### src/rtl/uart_irq_ctrl.sv
// UART interrupt controller: sticky LSR/MSR event flags, THRE flag,
// RX character timeout and prioritised 16550-style ISR generation.
module uart_irq_ctrl (
    input  logic       clk,
    input  logic       rst,
    input  logic [3:0] ier_i,
    input  logic       fifo_en_i,
    input  logic [1:0] rx_trig_i,
    input  logic [4:0] rx_count_i,
    input  logic       rx_push_i,
    input  logic       rx_pop_i,
    input  logic       tx_empty_i,
    input  logic       thr_wr_i,
    input  logic [3:0] lsr_err_i,
    input  logic [3:0] msr_delta_i,
    input  logic       lsr_rd_i,
    input  logic       msr_rd_i,
    input  logic       isr_rd_i,
    input  logic       baud_tick_i,
    input  logic [3:0] char_bits_i,
    output logic [7:0] isr_o,
    output logic       irq_o,
    output logic [3:0] lsr_err_o,
    output logic [3:0] msr_delta_o
);

    localparam logic [3:0] IID_LSR  = 4'b0110;
    localparam logic [3:0] IID_RX   = 4'b0100;
    localparam logic [3:0] IID_TMO  = 4'b1100;
    localparam logic [3:0] IID_THRE = 4'b0010;
    localparam logic [3:0] IID_MSR  = 4'b0000;
    localparam logic [3:0] IID_NONE = 4'b0001;

    logic [3:0] lsr_next;
    logic [3:0] msr_next;
    logic       thre;
    logic       thre_next;
    logic       thre_set;
    logic [5:0] tmo_cnt;
    logic [5:0] tmo_next;
    logic [5:0] tmo_lim;
    logic       tx_empty_q;
    logic       ier1_q;
    logic [4:0] trig_lvl;
    logic       rx_lvl;
    logic       tmo_hit;
    logic [3:0] iid;
    logic [7:0] isr_next;

    // Sticky flags: a same-cycle set survives the clearing read.
    always_comb begin
        lsr_next = lsr_rd_i ? lsr_err_i : (lsr_err_o | lsr_err_i);
        msr_next = msr_rd_i ? msr_delta_i : (msr_delta_o | msr_delta_i);
    end

    // THRE flag: set on TX-empty or enable rising edge, CPU write wins.
    always_comb begin
        thre_set  = (tx_empty_i & ~tx_empty_q)
                  | (ier_i[1] & ~ier1_q & tx_empty_i);
        thre_next = thre;
        if (isr_rd_i && isr_o[3:0] == IID_THRE)
            thre_next = 1'b0;
        if (thre_set)
            thre_next = 1'b1;
        if (thr_wr_i)
            thre_next = 1'b0;
    end

    // Character timeout counter, saturating at four character times.
    always_comb begin
        tmo_lim  = {char_bits_i, 2'b00};
        tmo_next = tmo_cnt;
        if (rx_push_i || rx_pop_i || rx_count_i == 5'd0)
            tmo_next = 6'd0;
        else if (baud_tick_i && tmo_cnt < tmo_lim)
            tmo_next = tmo_cnt + 6'd1;
    end

    // RX trigger threshold decode.
    always_comb begin
        trig_lvl = 5'd1;
        unique case (rx_trig_i)
            2'b00: trig_lvl = 5'd1;
            2'b01: trig_lvl = 5'd4;
            2'b10: trig_lvl = 5'd8;
            2'b11: trig_lvl = 5'd14;
        endcase
    end

    // Priority encode pending sources from next-state flags.
    always_comb begin
        rx_lvl  = ier_i[0] & (fifo_en_i ? (rx_count_i >= trig_lvl)
                                        : (rx_count_i != 5'd0));
        tmo_hit = fifo_en_i & ier_i[0] & (rx_count_i != 5'd0)
                & (tmo_next == tmo_lim);
        iid = IID_NONE;
        if (ier_i[2] && lsr_next != 4'd0)
            iid = IID_LSR;
        else if (tmo_hit)
            iid = IID_TMO;
        else if (rx_lvl)
            iid = IID_RX;
        else if (ier_i[1] && thre_next)
            iid = IID_THRE;
        else if (ier_i[3] && msr_next != 4'd0)
            iid = IID_MSR;
        isr_next = {{2{fifo_en_i}}, 2'b00, iid};
    end

    // State and registered interrupt outputs.
    always_ff @(posedge clk or negedge rst) begin
        if (!rst) begin
            isr_o       <= 8'h01;
            irq_o       <= 1'b0;
            lsr_err_o   <= 4'd0;
            msr_delta_o <= 4'd0;
            thre        <= 1'b0;
            tmo_cnt     <= 6'd0;
            tx_empty_q  <= 1'b0;
            ier1_q      <= 1'b0;
        end else begin
            isr_o       <= isr_next;
            irq_o       <= ~isr_next[0];
            lsr_err_o   <= lsr_next;
            msr_delta_o <= msr_next;
            thre        <= thre_next;
            tmo_cnt     <= tmo_next;
            tx_empty_q  <= tx_empty_i;
            ier1_q      <= ier_i[1];
        end
    end

endmodule

### config.mk
export PLATFORM = sky130hd
export DESIGN_NAME = uart_irq_ctrl
export DESIGN_NICKNAME = d
export VERILOG_FILES = /design/src/rtl/uart_irq_ctrl.sv
export SDC_FILE = /design/constraint.sdc
export NUM_CORES = 1
export LEC_CHECK = 0
export ABC_CLOCK_PERIOD_IN_PS = 3200
export CAP_MARGIN = 5
export CORE_MARGIN = 10
export CORE_UTILIZATION = 43
export CTS_CLUSTER_SIZE = 25
export DETAILED_ROUTE_END_ITERATION = 10
export HOLD_SLACK_MARGIN = 0.1
export PLACE_DENSITY = 0.8
export SYNTH_ARGS = -nofsm -noshare
export SYNTH_HDL_FRONTEND = slang
export SYNTH_SLANG_ARGS = --single-unit
### constraint.sdc
create_clock -name clk -period 3.2 [get_ports clk]
set_clock_uncertainty 0.2 [all_clocks]
set_input_delay 0.96 -clock clk [delete_from_list [all_inputs] [get_ports clk]]
set_output_delay 0.96 -clock clk [all_outputs]
set_load 0.01 [all_outputs]
## Word level (Yosys, flattened, before mapping)

Index checks and enable logic that the tools add are counted.

| word-level totals | value |
|---|---|
| bits in registers | 23 |
| latch bits | 0 |
| RAM bits | 0 |
| memory bits (read-only) | 0 |
| input port bits | 34 |
| output and inout bits | 17 |
| logic and storage cells | 55 |
| memories | 0 |

| cells by class | value |
|---|---|
| add/sub/neg operators | 1 |
| $mul | 0 |
| divide/modulo/power cells | 0 |
| $lt $le $gt $ge | 2 |
| equal/unequal tests | 5 |
| shifts and indexed selects | 0 |
| mux-type cells | 14 |
| bitwise operators | 13 |
| reductions and logical operators | 12 |

Operators by type and width:

| operator | count |
|---|---|
| $pmux 5 s4 | 1 |
| $mux 4 | 4 |
| $mux 6 | 2 |
| $or 4x4->4 | 2 |
| $reduce_bool 4->1 | 2 |
| $and 1x1->1 | 7 |
| $add 6x1->6 const B | 1 |
| $eq 6x6->1 | 1 |
| $lt 6x6->1 | 1 |
| $ge 5x5->1 | 1 |
| $logic_and 1x1->1 | 5 |
| $logic_not 5->1 | 1 |
| $mux 1 | 5 |
| $reduce_bool 5->1 | 1 |
| $eq 2x2->1 const B | 2 |
| $eq 4x2->1 const B | 1 |
| $mux 3 | 1 |
| $not 1->1 | 3 |
| $eq 2x1->1 const B | 1 |
| $logic_not 2->1 | 1 |
| $logic_or 1x1->1 | 2 |
| $mux 2 | 1 |
| $or 1x1->1 | 1 |

## Logic depth before layout (Yosys ltp)

Gate-level depths: netlist (run 1).

| logic depth | value |
|---|---|
| depth after elaboration | 12 |
| mapped depth | 10 |
| gate-level depth less buffers | 10 |

## Worst setup path before layout (run 1)

OpenSTA, ideal clock, no wires.

| path | value |
|---|---|
| kind | in2reg |
| start | in char_bits_i[2] |
| end | reg isr_o[1] |
| setup time | 0.133 ns |
| arrival time | 3.024 ns |
| required time | 2.867 ns |
| path slack | -0.157 ns |
| stages on the path | 10 |
| buffers on the path | 0 |
| cell sequence | inv_1 > ha_1 > o21ai_0 > nand3b_1 > a21oi_1 > xnor2_1 > or4b_1 > o32a_1 > a2111oi_4 > o21bai_1 |

| on the way | value |
|---|---|
| cells in the longest elaborated chain, start to end | 8 |

RTL lines:

| what | RTL line | text |
|---|---|---|
| start, declared | 20 | `input logic [3:0] char_bits_i,` |
| $lt 6x6->1 | 75 | `else if (baud_tick_i && tmo_cnt < tmo_lim)` |
| $logic_and 1x1->1 | 75 |  |
| $mux 6 | 75 |  |
| $mux 6 | 73 | `if (rx_push_i \|\| rx_pop_i \|\| rx_count_i == 5'd0)` |
| $eq 6x6->1 * | 95 | `& (tmo_next == tmo_lim);` |
| $and 1x1->1 * | 95 |  |
| $mux 4 * | 99 | `else if (tmo_hit)` |
| $mux 4 * | 97 | `if (ier_i[2] && lsr_next != 4'd0)` |
| via iid[1] | 47 | `logic [3:0] iid;` |
| end signal, assigned | 122 | `isr_o <= isr_next;` |
| end, declared | 21 | `output logic [7:0] isr_o,` |

The timed path passes the listed nets; every way through them passes the cells marked *.

## Worst setup path after layout (run 1)

Ends and elaborated chain as after synthesis.

==> qor.yml, run 1 <==
timing:
  rsz_0062_raised_after_global_routing: "yes"
  fmaxAchievable_ghz: 0.316
  min_period_over_period_pct: 98.8
  final_period_minus_worst_setup_slack_ns: 3.16
  final.setup.worst_slack_ns: 0.0373
  setup_viol: 0
  hold_viol_final: 0
  final_slew_violations: 0
final_layout:
  top_library_cells_by_usage_in_the_layout_fill_and_taps_aside: "43 x sky130_fd_sc_hd__clkdlybuf4s50_1, 22 x sky130_fd_sc_hd__dfrtp_1, 16 x sky130_fd_sc_hd__buf_4"
  antenna_cells: 0
  stdcell_count: 225
  flow.area_growth_from_synthesis_pct: 56.4
  finalInstanceArea_um2: 2020
  filler_cell_count: 225
  layout.cells.most_common: "sky130_fd_sc_hd__clkdlybuf4s50_1"
  final-seq-area_um2: 577
  multi_input_combinational_cell_area_um2: 733
  proportion_of_layout_cells_with_a_drive_suffix_above_1_pct: 20.6
  final_core_util_pct: 72.0
  final_nets: 237
placement:
  preCtsSetupSlack_ns: -0.774
  placed_cells_incl_taps: 221
  placed_cell_area_um2: 1950
  routabilityCongestion: 0.798
  detailedPlacementHpwl_mm: 2.95
  numPortBuffers: 48
floorplan:
  boundaryPins: 51
  die_area_um2: 5600
  rows: 19
  core_region_area_um2: 2810
  start_util_pct: 46.0
  chipHeight_um: 74.8
  die_w_um: 74.8
detailed_routing:
  vias: 1180
  first_drt_pass_iteration_count: 4
  ant_nets: 0
  drt-wirelength-per-cell_um: 15.2
  drt_drc_violations_left: 0
  postRouteWirelength_mm: 3.42
  drt_first_iter_violations: 57
  vias_per_cell: 5.24
power_and_ir_drop:
  power.static_leakage_nw: 0.882
  cellPowerDensity_nw_per_um2: 296
  worst_ir_drop_vdd_uv: 289
grt:
  via_count_of_the_first_global_routing_pass: 1272
  grt-ovfl-total: 0
  globalRouteTotalUtil_pct: 12.8
  grt_max_degree: 24
  grt_first_pass_wirelength_mm: 5.73
  antenna_violations_before_repair: 0
critical_path:
  worst-endpoint-required_ns: 3.19
  path_cells: "buf_8, inv_4, ha_4, nor4b_4, o21ai_2, a21oi_2, xnor2_2, or4b_4, o32a_1, a2111oi_4, o21bai_1"
  critPathKind: "primary input to flop"
  critical_path_peak_fanout: 5
  crit_path_max_incr_delay_ns: 0.47
  critical_path.slowest_cell: "sky130_fd_sc_hd__or4b_4"
  crit_path_start_kind: "primary input"
  cp_data_arrival_time_ns: 3.16
  path_buf_inv: 2
  critical_path.top_delay_family: "compound AO/OA/AOI/OAI gates"
  kind_of_end_point_of_the_critical_path: "flop"
synthesis:
  yosysWarningCount: 0
  synth_ff_type: "sky130_fd_sc_hd__dfrtp_1"
  synth.avg_cell_area_um2: 10.1
  post_synth_instance_area_um2: 1290
  synth_enable_flop_cells: 0
  ffs_w_async_s_r_synth_pct: 100
  yosys.cell_types.count: 37
  synth.ff_latch_count: 23
  syn-instance-count: 128
  sequential_element_share_of_the_synthesized_area_pct: 44.7
flow_run:
  drv_cap: 0
run_status:
  outcome: "completed"
clocking:
  cts_setup_buffers: 0
  clkLatencyLatePin_ns: 0.31
  tritoncts: "built"
  cts-root-to-sink-buffers: 2
  cts_inserted_buffers: 3
  cts_root_buf: "sky130_fd_sc_hd__clkbuf_4"
  htree_levels: 1
  postCtsHoldBufs: 0
  clock_input_transition_at_the_sequential_cells_of_the_worst_setup_and_hold_paths_ns: 0.12
  cts.sink_count: 23
hold_path:
  timing.hold.worst.class: "flop to flop"
-- repair_timing --
action,4_1_cts,5_1_grt
pin swaps,4,4
resized for setup,14,11
endpoints found under the setup margin,5,5
-- logic make-up (layout without fill, tap and decap cells) --
| logic type | after synthesis | after routing | synth area share [%] |
|---|---|---|---|
| flops | 23 | 23 | 44.7 |
| fa+ha+maj | 8 | 8 | 7.75 |
| compound gates | 32 | 32 | 18.6 |
| buf+inv | 13 | 78 | 4.65 |
| simple gates | 44 | 44 | 19.3 |
| xor+xnor | 7 | 7 | 4.75 |
| other cells | 1 | 2 | 0.290 |
-- area by class of cell --
class / count / area share (%)
Clock buffer: 3 / 1.12
Timing Repair Buffer: 64 / 29.9
Clock inverter: 1 / 0.248
Inverter: 10 / 1.98
Sequential cell: 23 / 28.6
Multi-Input combinational cell: 93 / 36.3
Tap cell: 31 / 1.92
-- per-layer routing --
metal / vias up / global-route usage (%) / wire length [um]
met1: 563 / 14.2 / 1360
li1: 580 / - / -
met4: 0 / 3.15 / 27
met3: 2 / 3.68 / 208
met5: - / 0 / 0
met2: 35 / 23.5 / 1830
-- synthesized netlist by cell type, types with 2 or more instances --
cell type / n / share of area, %
sky130_fd_sc_hd__nand2b_1: 2 / 0.97
sky130_fd_sc_hd__nor2b_1: 4 / 1.9
sky130_fd_sc_hd__and3_1: 2 / 0.97
sky130_fd_sc_hd__a211oi_1: 2 / 1.2
sky130_fd_sc_hd__a21oi_1: 4 / 1.6
sky130_fd_sc_hd__inv_1: 10 / 2.9
sky130_fd_sc_hd__a21boi_0: 2 / 1.2
sky130_fd_sc_hd__a31oi_1: 3 / 1.5
sky130_fd_sc_hd__a21o_1: 8 / 4.7
sky130_fd_sc_hd__dfrtp_1: 22 / 43
sky130_fd_sc_hd__or4_1: 3 / 1.7
sky130_fd_sc_hd__nor2_1: 9 / 2.6
sky130_fd_sc_hd__nor3b_1: 2 / 1.2
sky130_fd_sc_hd__buf_4: 3 / 1.7
sky130_fd_sc_hd__nand2_1: 10 / 2.9
sky130_fd_sc_hd__o21ai_0: 6 / 2.3
sky130_fd_sc_hd__ha_1: 8 / 7.8
sky130_fd_sc_hd__nand3_1: 4 / 1.6
sky130_fd_sc_hd__xnor2_1: 6 / 4.1
-- power by group --
group	total, mW	switching (mW)	leakage, nW	internal (mW)
sequential	0.313	0.00821	0.273	0.305
clock	0.130	0.0831	0.0177	0.0467
combinational	0.155	0.0628	0.592	0.0922
-- per-stage QoR --
stage               TNS, ns  hold slack [ns]  total power [mW]
floorplan            -0.440            0.323             0.376
global placement      -3.34            0.282             0.468
detailed placement    -3.78            0.290             0.474
CTS                       0            0.318             0.602
global route         -0.173            0.344             0.633
finish                    0            0.312             0.598
-- path summary, 6_finish.rpt --
path / startpoint / to / slack, ns / depth (start not counted)
worst max-delay path: char_bits_i[2] / isr_o[1]$_DFF_PN0_ / 0.04 / 11
worst min-delay path: msr_delta_o[3]$_DFF_PN0_ / msr_delta_o[3]$_DFF_PN0_ / 0.31 / 1
worst max register to register: tmo_cnt[4]$_DFF_PN0_ / isr_o[1]$_DFF_PN0_ / 0.28 / 9
worst min register to register: msr_delta_o[3]$_DFF_PN0_ / msr_delta_o[3]$_DFF_PN0_ / 0.31 / 1
max in group asynchronous: rst / isr_o[0]$_DFF_PN1_ / 1.74 / 2
min in group asynchronous: rst / isr_o[1]$_DFF_PN0_ / 0.78 / 2
-- flip-flops by register name, summed over array words and instances, names as in the netlist --
register,flops
tmo_cnt,6
isr_o,5
lsr_err_o,4
msr_delta_o,4
ier1_q,1
irq_o,1
thre,1
tx_empty_q,1
Power figures use the tool's default switching activity.
==> run 2, diff against run 1 <==
--- a/config.mk
+++ b/config.mk
@@ -13,6 +13,7 @@
 export DETAILED_ROUTE_END_ITERATION = 10
 export HOLD_SLACK_MARGIN = 0.1
 export PLACE_DENSITY = 0.8
+export SKIP_LAST_GASP = 1
 export SYNTH_ARGS = -nofsm -noshare
 export SYNTH_HDL_FRONTEND = slang
 export SYNTH_SLANG_ARGS = --single-unit
==> results of run 2 <==
No change in the layout: final DEF, timing and power equal those of run 1.
==> run 3, diff against run 2 <==
--- a/config.mk
+++ b/config.mk
@@ -7,9 +7,10 @@
 export LEC_CHECK = 0
 export ABC_CLOCK_PERIOD_IN_PS = 3200
 export CAP_MARGIN = 5
+export CORE_ASPECT_RATIO = 1.5
 export CORE_MARGIN = 10
 export CORE_UTILIZATION = 43
-export CTS_CLUSTER_SIZE = 25
+export CTS_CLUSTER_SIZE = 10
 export DETAILED_ROUTE_END_ITERATION = 10
 export HOLD_SLACK_MARGIN = 0.1
 export PLACE_DENSITY = 0.8
==> qor.yml, run 3 (same netlist as run 1, synthesis figures left out) <==
placement:
  placed_cells_incl_taps: 227  # +2.7%
  placed_cell_area_um2: 1950  # -0.26%
  numPortBuffers: 48  # unchanged
  routabilityCongestion: 0.805  # +0.79%
  detailedPlacementHpwl_mm: 2.98  # +1.1%
  preCtsSetupSlack_ns: -0.809  # -0.0359 ns
power_and_ir_drop:
  power.static_leakage_nw: 0.900  # +2.0%
  cellPowerDensity_nw_per_um2: 314  # +6.1%
  worst_ir_drop_vdd_uv: 221  # -23%
  power_uw: 655  # +9.6%
timing:
  rsz_0062_raised_after_global_routing: "yes"
  worstMarginPinSlew_ns: 0.693
  max-slew-margin-rel_pct: 53.7
  final_slew_violations: 0  # unchanged
  hold_viol_final: 0  # unchanged
  min_period_over_period_pct: 102  # +2.9 points
  final_period_minus_worst_setup_slack_ns: 3.26  # +0.0930 ns
  final.setup.worst_slack_ns: -0.0557  # -0.0930 ns
  setup_viol: 4  # +4
  fmaxAchievable_ghz: 0.307  # -2.9%
clocking:
  cts-root-to-sink-buffers: 2  # unchanged
  htree_levels: 1  # unchanged
  cts_inserted_buffers: 3  # unchanged
  clkLatencyLatePin_ns: 0.26  # -0.05 ns
  tritoncts: "built"
  cts.sink_count: 23  # unchanged
  cts_root_buf: "sky130_fd_sc_hd__clkbuf_8"
  clock_input_transition_at_the_sequential_cells_of_the_worst_setup_and_hold_paths_ns: 0.08  # -0.04 ns
grt:
  grt-ovfl-total: 0  # unchanged
  globalRouteTotalUtil_pct: 12.9  # +0.12 points
  antenna_violations_before_repair: 0  # unchanged
  grt_first_pass_wirelength_mm: 5.96  # +4.0%
  via_count_of_the_first_global_routing_pass: 1301  # +2.3%
  grt_max_degree: 17  # -29%
final_layout:
  largestRegisters: "tmo_cnt (6), isr_o (5)"
  flow.area_growth_from_synthesis_pct: 61.5
  antenna_cells: 0  # unchanged
  final_nets: 240  # +1.3%
  layout.cells.most_common: "sky130_fd_sc_hd__clkdlybuf4s50_1"
  proportion_of_layout_cells_with_a_drive_suffix_above_1_pct: 21.8  # +1.2 points
  largest_register: "tmo_cnt"
  top_library_cells_by_usage_in_the_layout_fill_and_taps_aside: "43 x sky130_fd_sc_hd__clkdlybuf4s50_1, 22 x sky130_fd_sc_hd__dfrtp_1, 19 x sky130_fd_sc_hd__buf_4"
  stdcell_count: 236  # +4.9%
  largest_register_ffs: 6  # unchanged
  finalInstanceArea_um2: 2090  # +3.3%
detailed_routing:
  drt-wirelength-per-cell_um: 15.1  # -1.1%
  postRouteWirelength_mm: 3.55  # +3.8%
  ant_nets: 0  # unchanged
  first_drt_pass_iteration_count: 4  # unchanged
  vias: 1200  # +1.7%
  drt_first_iter_violations: 41  # -28%
  drt_drc_violations_left: 0  # unchanged
  vias_per_cell: 5.08  # -3.0%
critical_path:
  critical_path_peak_fanout: 5  # unchanged
  worst-endpoint-required_ns: 3.20  # about the same
  critPathKind: "primary input to flop"
  cp_data_arrival_time_ns: 3.25  # +0.09 ns
  kind_of_end_point_of_the_critical_path: "flop"
  crit_path_start_kind: "primary input"
run_status:
  failed_checks: "negative setup slack"
  outcome: "complete, but fails checks"
floorplan:
  start_util_pct: 44.3  # -1.7 points
  boundaryPins: 51  # unchanged
  die_area_um2: 5640  # +0.80%
  rows: 24  # +5
  core_region_area_um2: 2910  # +3.8%
  chipHeight_um: 87.1  # +16%
  die_w_um: 64.7  # -13%
flow_run:
  drv_cap: 0  # unchanged
hold_path:
  timing.hold.worst.class: "flop to flop"
==> run 3: cell types whose count changed in the layout (fill, tap and decap cells not counted), sizes merged <==
cell	delta
buf	+3
clkinvlp	+1
dlymetal6s2s	-1
dlygate4sd2	+1
clkinv	-1
==> run 3: final cells by class <==
class	instances	area (um^2)
sequential	23	577
inverter	10	45.0
tap	39	48.8
clock inverter	1	7.51
clock buffer	3	41.3
timing repair buffer	67	632
multi-input combinational	93	734
fill	217	827
==> run 3: power by group <==
group          switching [mW]  internal [mW]
Combinational          0.0643         0.0959
Clock                  0.0936         0.0879
Sequential            0.00858          0.305
Total                   0.166          0.489
==> run 3: repair_timing <==
action	in CTS	in global routing
setup buffers	2	3
hold buffers	0	0
gates resized for setup	23	8
setup endpoints to repair	5	5
pin swaps	8	6
==> run 3: layer usage <==
| metal | routed length [um] | share of wire [%] | GRT usage (%) | vias up |
|---|---|---|---|---|
| li1 | - | - | - | 586 |
| met1 | 1430 | 40 | 13.5 | 576 |
| met2 | 1950 | 55 | 24.7 | 36 |
| met3 | 149 | 4.2 | 2.96 | 2 |
| met4 | 17 | 0.48 | 3.52 | 0 |
| met5 | 0 | 0 | 0 | - |
==> run 3: path summary, 6_finish.rpt <==
check	from	endpoint	slack (ns)	depth (start not counted)
max reg2reg	tmo_cnt[3]$_DFF_PN0_	isr_o[3]$_DFF_PN0_	0.21	9
min reg2reg	msr_delta_o[0]$_DFF_PN0_	msr_delta_o[0]$_DFF_PN0_	0.30	1
min	msr_delta_o[0]$_DFF_PN0_	msr_delta_o[0]$_DFF_PN0_	0.30	1
max	char_bits_i[1]	isr_o[3]$_DFF_PN0_	-0.06	11
min in group asynchronous	rst	ier1_q$_DFF_PN0_	0.91	1
max in group asynchronous	rst	isr_o[1]$_DFF_PN0_	1.31	2
==> run 3: critical path: stages <==
cell and delay [ns]:
sky130_fd_sc_hd__buf_8 0.07, sky130_fd_sc_hd__inv_4 0.03, sky130_fd_sc_hd__ha_4 0.15, sky130_fd_sc_hd__nor4b_4 0.27, sky130_fd_sc_hd__o21ai_2 0.12, sky130_fd_sc_hd__a21oi_2 0.21, sky130_fd_sc_hd__xnor2_2 0.14, sky130_fd_sc_hd__or4b_4 0.48
sky130_fd_sc_hd__o32a_1 0.20, sky130_fd_sc_hd__a2111oi_4 0.43, sky130_fd_sc_hd__nor2b_1 0.18
==> run 3: through the flow <==
stage	TNS (ns)	utilization [%]	hold slack, ns
2_1_floorplan	-0.440	-	0.323
3_3_place_gp	-3.54	66.8	0.287
3_5_place_dp	-3.91	66.8	0.293
4_1_cts	0	70.0	0.312
5_1_grt	-0.676	71.6	0.349
6_report	-0.158	71.6	0.305
